[src/rtl/rf_tv_pkg.sv]
// Shared constants for the 1-bit RF TV modulator:
// channel tuning words at 200 MHz clkp and default AM densities.
package rf_tv_pkg;

    localparam int ACC_W_DEF   = 16;
    localparam int LEVEL_W_DEF = 4;
    localparam int DENS_W_DEF  = 8;

    // 62.25 MHz carrier at 200 MHz clkp
    localparam logic [15:0] FTW_CH4 = 16'd20398;

    // 75 % density at black, 12.5 % asymptote at white
    localparam logic [7:0] DENS_BLACK_DEF = 8'd192;
    localparam logic [7:0] DENS_WHITE_DEF = 8'd32;

endpackage

[src/rtl/rf_tv_modulator_if.sv]
// Tuning-word valid/ready channel into the modulator.
// The master offers a word; the slave reports a free pending slot.
interface rf_tv_modulator_if
    import rf_tv_pkg::*;
#(
    parameter int ACC_W = ACC_W_DEF
);
    logic [ACC_W-1:0] ftw_in;
    logic             ftw_valid;
    logic             ftw_ready;

    modport master (
        output ftw_in,
        output ftw_valid,
        input  ftw_ready
    );

    modport slave (
        input  ftw_in,
        input  ftw_valid,
        output ftw_ready
    );
endinterface

[src/rtl/rf_sd_gate.sv]
// Sigma-delta pulse gate: converts the video level to a carrier
// pulse density and decides, once per carrier period, pass or drop.
module rf_sd_gate
    import rf_tv_pkg::*;
#(
    parameter int                LEVEL_W    = LEVEL_W_DEF,
    parameter int                DENS_W     = DENS_W_DEF,
    parameter logic [DENS_W-1:0] DENS_BLACK = DENS_BLACK_DEF,
    parameter logic [DENS_W-1:0] DENS_WHITE = DENS_WHITE_DEF
) (
    input  logic               clkp,
    input  logic               rst_n,
    input  logic               step,
    input  logic               sync_n,
    input  logic [LEVEL_W-1:0] video_q,
    output logic               gate
);

    localparam int PW = LEVEL_W + DENS_W;
    localparam logic [DENS_W-1:0] SPAN = DENS_BLACK - DENS_WHITE;

    logic [PW-1:0]     prod;
    logic [DENS_W-1:0] dens;
    logic [DENS_W:0]   sd_n;
    logic [DENS_W-1:0] sd_q, sd_d;
    logic              gate_q, gate_d;

    // Density falls linearly from black toward the white asymptote;
    // decisions happen only on carrier falling edges so a pulse is
    // never chopped mid-half.
    always_comb begin
        prod   = {{DENS_W{1'b0}}, video_q} * {{LEVEL_W{1'b0}}, SPAN};
        dens   = DENS_BLACK - prod[LEVEL_W +: DENS_W];
        sd_n   = {1'b0, sd_q} + {1'b0, dens};
        sd_d   = sd_q;
        gate_d = gate_q;
        if (step) begin
            if (!sync_n) begin
                gate_d = 1'b1;
            end else begin
                gate_d = sd_n[DENS_W];
                sd_d   = sd_n[DENS_W-1:0];
            end
        end
    end

    // Accumulator and gate state
    always_ff @(posedge clkp) begin
        if (!rst_n) begin
            sd_q   <= '0;
            gate_q <= 1'b0;
        end else begin
            sd_q   <= sd_d;
            gate_q <= gate_d;
        end
    end

    assign gate = gate_q;

endmodule

[src/rtl/rf_tv_modulator.sv]
// 1-bit RF TV modulator: phase-accumulator square carrier with
// negative AM by pulse gating; tuning words retune at sync tips.
module rf_tv_modulator
    import rf_tv_pkg::*;
#(
    parameter int                ACC_W      = ACC_W_DEF,
    parameter int                LEVEL_W    = LEVEL_W_DEF,
    parameter int                DENS_W     = DENS_W_DEF,
    parameter logic [ACC_W-1:0]  FTW_RESET  = FTW_CH4,
    parameter logic [DENS_W-1:0] DENS_BLACK = DENS_BLACK_DEF,
    parameter logic [DENS_W-1:0] DENS_WHITE = DENS_WHITE_DEF
) (
    input  logic               clkp,
    input  logic               rst_n,
    input  logic               enable,
    input  logic               csync,
    input  logic [LEVEL_W-1:0] video,
    rf_tv_modulator_if.slave   ftw,
    output logic               line_start,
    output logic               rfv
);

    logic               csync_q, csync_dly_q;
    logic [LEVEL_W-1:0] video_q;
    logic               line_start_q;
    logic [ACC_W-1:0]   phase_q, phase_d;
    logic               msb_dly_q;
    logic [ACC_W-1:0]   ftw_act_q;
    logic [ACC_W-1:0]   pend_q;
    logic               pend_full_q;
    logic               rfv_q;
    logic               carrier;
    logic               step;
    logic               gate;
    logic               accept;

    assign carrier = phase_q[ACC_W-1];
    assign step    = msb_dly_q & ~carrier;
    assign phase_d = phase_q + ftw_act_q;
    assign accept  = ftw.ftw_valid & ~pend_full_q;

    // Input synchronisation and sync falling-edge detection
    always_ff @(posedge clkp) begin
        if (!rst_n) begin
            csync_q      <= 1'b1;
            csync_dly_q  <= 1'b1;
            video_q      <= '0;
            line_start_q <= 1'b0;
        end else begin
            csync_q      <= csync;
            csync_dly_q  <= csync_q;
            video_q      <= video;
            line_start_q <= csync_dly_q & ~csync_q;
        end
    end

    // Free-running phase, carrier edge history and gated output
    always_ff @(posedge clkp) begin
        if (!rst_n) begin
            phase_q   <= '0;
            msb_dly_q <= 1'b0;
            rfv_q     <= 1'b0;
        end else begin
            phase_q   <= phase_d;
            msb_dly_q <= carrier;
            rfv_q     <= enable & carrier & gate;
        end
    end

    // One-slot tuning word buffer, committed only at a line start
    // so the carrier frequency never changes inside active video
    always_ff @(posedge clkp) begin
        if (!rst_n) begin
            ftw_act_q   <= FTW_RESET;
            pend_q      <= '0;
            pend_full_q <= 1'b0;
        end else if (accept) begin
            pend_q      <= ftw.ftw_in;
            pend_full_q <= 1'b1;
        end else if (line_start_q && pend_full_q) begin
            ftw_act_q   <= pend_q;
            pend_full_q <= 1'b0;
        end
    end

    rf_sd_gate #(
        .LEVEL_W    (LEVEL_W),
        .DENS_W     (DENS_W),
        .DENS_BLACK (DENS_BLACK),
        .DENS_WHITE (DENS_WHITE)
    ) u_gate (
        .clkp    (clkp),
        .rst_n   (rst_n),
        .step    (step),
        .sync_n  (csync_q),
        .video_q (video_q),
        .gate    (gate)
    );

    assign ftw.ftw_ready = ~pend_full_q;
    assign line_start    = line_start_q;
    assign rfv           = rfv_q;

endmodule
[src/flat_wrapper.sv]
// flat-port wrapper written by rule: the top's interface ports become plain ports
module rf_tv_modulator_flat import rf_tv_pkg::*;
#(
    parameter int                ACC_W      = ACC_W_DEF,
    parameter int                LEVEL_W    = LEVEL_W_DEF,
    parameter int                DENS_W     = DENS_W_DEF,
    parameter logic [ACC_W-1:0]  FTW_RESET  = FTW_CH4,
    parameter logic [DENS_W-1:0] DENS_BLACK = DENS_BLACK_DEF,
    parameter logic [DENS_W-1:0] DENS_WHITE = DENS_WHITE_DEF
)
  (clkp, rst_n, enable, csync, video, line_start, rfv, ftw_ftw_in, ftw_ftw_valid, ftw_ftw_ready);
  rf_tv_modulator_if #(.ACC_W(ACC_W)) ftw_i ();
  input  logic clkp;
  input  logic rst_n;
  input  logic enable;
  input  logic csync;
  input  logic [LEVEL_W-1:0] video;
  output logic line_start;
  output logic rfv;
  input wire logic [$bits(ftw_i.ftw_in)-1:0] ftw_ftw_in;
  input wire logic [$bits(ftw_i.ftw_valid)-1:0] ftw_ftw_valid;
  output wire logic [$bits(ftw_i.ftw_ready)-1:0] ftw_ftw_ready;
  assign ftw_i.ftw_in = ftw_ftw_in;
  assign ftw_i.ftw_valid = ftw_ftw_valid;
  assign ftw_ftw_ready = ftw_i.ftw_ready;
  rf_tv_modulator #(.ACC_W(ACC_W), .LEVEL_W(LEVEL_W), .DENS_W(DENS_W), .FTW_RESET(FTW_RESET), .DENS_BLACK(DENS_BLACK), .DENS_WHITE(DENS_WHITE)) u_core (.clkp(clkp), .rst_n(rst_n), .enable(enable), .csync(csync), .video(video), .ftw(ftw_i), .line_start(line_start), .rfv(rfv));
endmodule
[config.mk]
export PLATFORM = sky130hd
export DESIGN_NAME = rf_tv_modulator_flat
export DESIGN_NICKNAME = d
export VERILOG_FILES = /design/src/rtl/rf_tv_pkg.sv /design/src/rtl/rf_tv_modulator_if.sv /design/src/rtl/rf_sd_gate.sv /design/src/rtl/rf_tv_modulator.sv /design/src/flat_wrapper.sv
export SDC_FILE = /design/constraint.sdc
export NUM_CORES = 1
export LEC_CHECK = 0
export BUFFER_PORTS_ARGS = -buffer_cell sky130_fd_sc_hd__buf_2
export CAP_MARGIN = 20
export CELL_PAD_IN_SITES_DETAIL_PLACEMENT = 1
export CELL_PAD_IN_SITES_GLOBAL_PLACEMENT = 1
export CORE_MARGIN = 3
export CORE_UTILIZATION = 35
export DETAILED_ROUTE_END_ITERATION = 12
export PLACE_DENSITY = 0.67
export SLEW_MARGIN = 20
export SYNTH_ARGS = -nofsm -noshare
export SYNTH_HDL_FRONTEND = slang
export SYNTH_HIERARCHICAL = 1
export SYNTH_SLANG_ARGS = --single-unit
[constraint.sdc]
create_clock -name clkp -period 3.35 [get_ports clkp]
set_clock_uncertainty 0.15 [all_clocks]
set_input_delay 0.335 -clock clkp [delete_from_list [all_inputs] [get_ports clkp]]
set_output_delay 0.335 -clock clkp [all_outputs]
set_load 0.03 [all_outputs]
# Word-level counts from Yosys, hierarchy flattened
# Cells that the tools add are included.
# totals
regBits	67
latchBits	0
ram_bits	0
romBits	0
inputBits	25
out_inout_bits	3
mem_count	0
# op_classes
addsub	3
mul	1
div	0
n_lt_le_gt_ge	0
eq_ne	0
shift	0
mux	3
bitwise_logic	9
n_reduce_logical	4
# ops
cell	n
adder 16 bit	1
adder 8 x 8 -> 9 bit	1
subtractor 8 bit, first input constant	1
multiplier 4 x 3 -> 7 bit, second input constant	1
bitwise AND 1 bit	5
NOT 1 bit	4
AND reduction 2 bit	2
2-to-1 mux 1 bit	3
nonzero test 2 bit	1
logical AND 1 bit	1

# Longest topological paths before layout
# depth
ltp_word	4
ltp_mapped	11
depth_no_buf	11

# Modules after synthesis
# The synthesis kept the hierarchy.
# by_module_without_submodules
mod	instances	cells_per_inst	area_each_um2	seq_area_each_um2
rf_tv_modulator	1	292	2565.0	1161.1
rf_sd_gate	1	89	804.5	160.2

# Least setup slack after synthesis
# Ideal clock, no wire load.
# synth_timing
path_kind	register to register
start	register u_core.video_q[3]
end	register u_core.u_gate.gate_q, in the netlist u_core/u_gate/gate
setup_ps	126
arrival_time_ps	2577
required_ps	3074
setup_slack_ps	497
path_stages_with_launch	11
n_path_buf	0
path_cell_list	dfxtp_1 -> ha_1 -> ha_1 -> inv_1 -> fa_1 -> nor4bb_2 -> or3_1 -> a31oi_1 -> ha_1 -> a211oi_1 -> o22ai_1
# synth_between
elab_chain_cells	4
# synth_lines
element	line	source
start, declared	rf_tv_modulator.sv:24	logic [LEVEL_W-1:0] video_q;
start signal, assigned	rf_tv_modulator.sv:52	video_q <= video;
multiplier 4 x 3 -> 7 bit	rf_sd_gate.sv:32	prod = {{DENS_W{1'b0}}, video_q} * {{LEVEL_W{1'b0}}, SPAN};
subtractor 8 bit	rf_sd_gate.sv:33	dens = DENS_BLACK - prod[LEVEL_W +: DENS_W];
adder 8 x 8 -> 9 bit	rf_sd_gate.sv:34	sd_n = {1'b0, sd_q} + {1'b0, dens};
2-to-1 mux 1 bit	rf_sd_gate.sv:38	if (!sync_n) begin
end signal, assigned	rf_sd_gate.sv:54	gate_q <= gate_d;
end, declared	rf_sd_gate.sv:26	logic gate_q, gate_d;
# Every way passes these cells.
# A chain may end at the register's enable or synchronous reset.

# Final worst setup path
# layout_timing
start	register u_core.video_q[3]
end	register u_core.u_gate.sd_q[7]
# layout_between
elab_chain_cells	3
# layout_lines
element	line	source
multiplier 4 x 3 -> 7 bit	rf_sd_gate.sv:32	
subtractor 8 bit	rf_sd_gate.sv:33	
adder 8 x 8 -> 9 bit	rf_sd_gate.sv:34	
end signal, assigned	rf_sd_gate.sv:50	sd_q <= '0;
end signal, assigned	rf_sd_gate.sv:53	sd_q <= sd_d;
end, declared	rf_sd_gate.sv:25	logic [DENS_W-1:0] sd_q, sd_d;
# Every way passes these cells.

==> results.sh <==
export IMPL_critPathCapture="u_core/u_gate/sd_q[7]$_SDFFE_PN0P_"
export IMPL_worst_pin_slew_ps=1020
export IMPL_slew_headroom_pct=32.0
export IMPL_yosysWarnings=6
export IMPL_hpwlAfterDp_mm=5.56
export IMPL_yosys_top_cells_area="dfxtp_1, ha_1, nand2_1"
export IMPL_rsz0062_at_grt="false"
export IMPL_min_path_cells=2
export IMPL_grt_max_degree=40
export IMPL_synthCells=381
export IMPL_worst_path_stages=11
export IMPL_regArea_mm2=0.00132
export IMPL_synth_top_area_share_pct=39.2
export IMPL_ir_drop_mv=0.256
export IMPL_htreeDepth=3
export IMPL_clkTransAtPathRegs_ps=80
export IMPL_end_kind="flop"
export IMPL_max_freq_mhz=316
export IMPL_synth_compound_area_share_pct=18.3
export IMPL_timing_hold_ws_ps=38.0
export IMPL_synth_xor_area_share_pct=4.16
export IMPL_dpl_cell_area_mm2=0.00361
export IMPL_synth_fa_ha_area_share_pct=11.8
export IMPL_dieArea_mm2=0.0108
export IMPL_r2r_slack_ps=190
export IMPL_worst_path_most_repeated_cell="ha_1"
export IMPL_drive_above_1_share_pct=13.4
export IMPL_critPathBufInv=1
export IMPL_min_period_ps=3160
export IMPL_crit_reg2reg_launch="u_core/video_q[3]$_SDFF_PN0_"
export IMPL_pin_count=28
export IMPL_synth_top_family_by_area="simple AND/OR/NAND/NOR gates"
export IMPL_final_max_slew_viol_count=0
export IMPL_portBuffers=27
export IMPL_rows=35
export IMPL_finalHoldViolCount=0
export IMPL_ant_nets=0
export IMPL_final_area_mm2=0.00384
export IMPL_grt_pass1_wl_mm=13.6
export IMPL_synth_edf_count=0
export IMPL_maxCapViolCount=0
export IMPL_core_area_mm2=0.00928
export IMPL_cp_top_family="adder cells"
export IMPL_critPathSlowestCell="fa_1"
export IMPL_die_y_um=104
export IMPL_power_leakage_nw=1.63
export IMPL_fill_cells=1130
export IMPL_crit_required_ps=3470
export IMPL_setup_viol=0
export IMPL_cp_max_fo=4
export IMPL_track_usage_pct=15.1
export IMPL_vias=2693
export IMPL_antenna_cells=0
export IMPL_r2r_end="u_core/u_gate/sd_q[7]$_SDFFE_PN0P_"
export IMPL_die_w_um=104
export IMPL_async_reset_ff_share_pct=0
export IMPL_max_stage_delay_ps=460
export IMPL_nets=461
export IMPL_syn_cell_area_mm2=0.00337
export IMPL_yosysSeqAreaShare_pct=39.2
export IMPL_syn_avg_cell_area_um2=8.84
export IMPL_powerDensity_mw_per_mm2=653
export IMPL_place_gp_congestion=0.779
export IMPL_synthesis_nets=436
export IMPL_min_path_type="input port to flop"
export IMPL_tns_ps=0
export IMPL_cts_tree="yes"
export IMPL_clockBufferDepth=2
export IMPL_timing_final_crit_share_pct=94.4
export IMPL_avgViaCountPerCell=5.00
export IMPL_area_delta_synth_final_pct=13.9
export IMPL_clkLatencyLatePin_ps=350
export IMPL_synthDistinctLibCells=52
export IMPL_cts_setup_buffers=0
export IMPL_status="completed"
export IMPL_synth_main_ff_cell="dfxtp_1"
export IMPL_initial_utilization_pct=36.3
export IMPL_cts_sinks=66
export IMPL_wl_mm=7.60
export IMPL_grt_pass1_vias=2785
export IMPL_crit_start="u_core/video_q[3]$_SDFF_PN0_"
export IMPL_drc=0
export IMPL_synth_seq_cells=66
export IMPL_worst_setup_path_start_kind="flop"
export IMPL_dr_pass1_iters=4
export IMPL_root_buffer="clkbuf_8"
export IMPL_path_cells="ha_1, ha_1, inv_1, fa_1, nor4bb_2, or3_1, a31oi_2, ha_1, nand3_1, o221ai_1, nor3b_1"
export IMPL_critPathKind="flop to flop"
export IMPL_overflow=0
export IMPL_worstPathArrival_ps=3280
export IMPL_multi_input_area_mm2=0.00195
export IMPL_wl_per_cell_um=14.1
export IMPL_antenna_found_initial=0
export IMPL_cts_inserted_buffers=9
export IMPL_yosysTopAreaCell="dfxtp_1"
export IMPL_drtIter0Drc=55
export IMPL_muxShareOfSynthArea_pct=1.49
export IMPL_synthSimpleGateAreaFrac_pct=22.0
export IMPL_reg2reg_depth=11
worst min-delay path by stage:
| stage | startpoint | to | slack (ps) |
|---|---|---|---|
| floorplan | u_core/csync_dly_q$_SDFF_PN1_ | u_core/line_start$_SDFF_PN0_ | 240 |
| global placement | u_core/csync_dly_q$_SDFF_PN1_ | u_core/line_start$_SDFF_PN0_ | 250 |
| detailed placement | u_core/csync_dly_q$_SDFF_PN1_ | u_core/line_start$_SDFF_PN0_ | 250 |
| CTS | csync | u_core/csync_q$_SDFF_PN1_ | 30 |
| global route | csync | u_core/csync_q$_SDFF_PN1_ | 30 |
| finish | csync | u_core/csync_q$_SDFF_PN1_ | 40 |
logic make-up after synthesis:
group | count (synthesis)
fa+ha+maj | 30
simple gates | 155
flops | 66
xor+xnor | 16
buf+inv | 25
mux | 5
compound gates | 84
synthesized netlist by cell type, types with 4 or more instances:
cell,n
nand3b_1,4
nand3_1,17
xor2_1,8
o2111ai_1,4
dfxtp_1,66
inv_1,11
nand2b_1,6
clkbuf_1,12
a21boi_0,24
nand2_1,83
a21oi_1,17
nor3_1,4
xnor2_1,8
and2_1,17
ha_1,27
o21ai_0,9
nor2_1,8
mux2i_1,5
flip-flops by register name, indices dropped and copies added (netlist names), 4 cells and up:
signal and count:
u_core/ftw_act_q 16, u_core/pend_q 16, u_core/phase_q 16, u_core/u_gate/sd_q 7, u_core/video_q 4
through the flow:
step	setup WS, ps	utilization, %	cells	power (W)
2_1_floorplan	497	-	381	0.00160
3_3_place_gp	294	38.9	524	0.00175
3_5_place_dp	168	38.9	524	0.00178
4_1_cts	140	41.2	539	0.00254
5_1_grt	2.26	41.3	539	0.00270
6_report	188	41.3	539	0.00251
cells in the final DEF, fill, tap and decap left out, types with 9 or more instances in the layout:
cell / synthesis / final
nand2_1: 83 / 83
dfxtp_1: 66 / 65
buf_2: 1 / 27
ha_1: 27 / 27
a21boi_0: 24 / 24
and2_1: 17 / 17
nand3_1: 17 / 17
a21oi_1: 17 / 17
inv_1: 11 / 11
clkbuf_8: 0 / 9
o21ai_0: 9 / 9
cell type report:
class | instances | area share (%)
Multi-Input combinational cell | 290 | 50.9
Sequential cell | 66 | 34.5
Tap cell | 129 | 4.21
Timing Repair Buffer | 28 | 3.72
Clock buffer | 9 | 3.23
Clock inverter | 6 | 2.41
Inverter | 11 | 1.08
metal layers:
| layer | vias up | wire length (um) | track usage, % |
|---|---|---|---|
| met1 | 1277 | 3730 | 19.5 |
| li1 | 1371 | - | - |
| met4 | 0 | 127 | 5.60 |
| met3 | 11 | 237 | 3.60 |
| met2 | 34 | 3500 | 24.5 |
| met5 | - | 0 | 0 |
worst reg2reg max path: stages, from the launching register on:
cell and delay, ps:
dfxtp_2 350, ha_1 270, ha_1 210, inv_1 70, fa_1 460, nor4bb_2 210, or3_1 370, a31oi_2 210
ha_1 300, nand3_1 130, o221ai_1 130, nor3b_1 220
timing repair:
action	CTS	global route
endpoints found under the setup margin	0	2
hold buffers	0	0
resized for setup	0	2
power breakdown:
part           total (W)  switching [W]  internal, W
clock network   0.000739       0.000322     0.000417
registers       0.000935      0.0000480     0.000887
logic           0.000832       0.000463     0.000370
(Power assumes the default switching activity.)
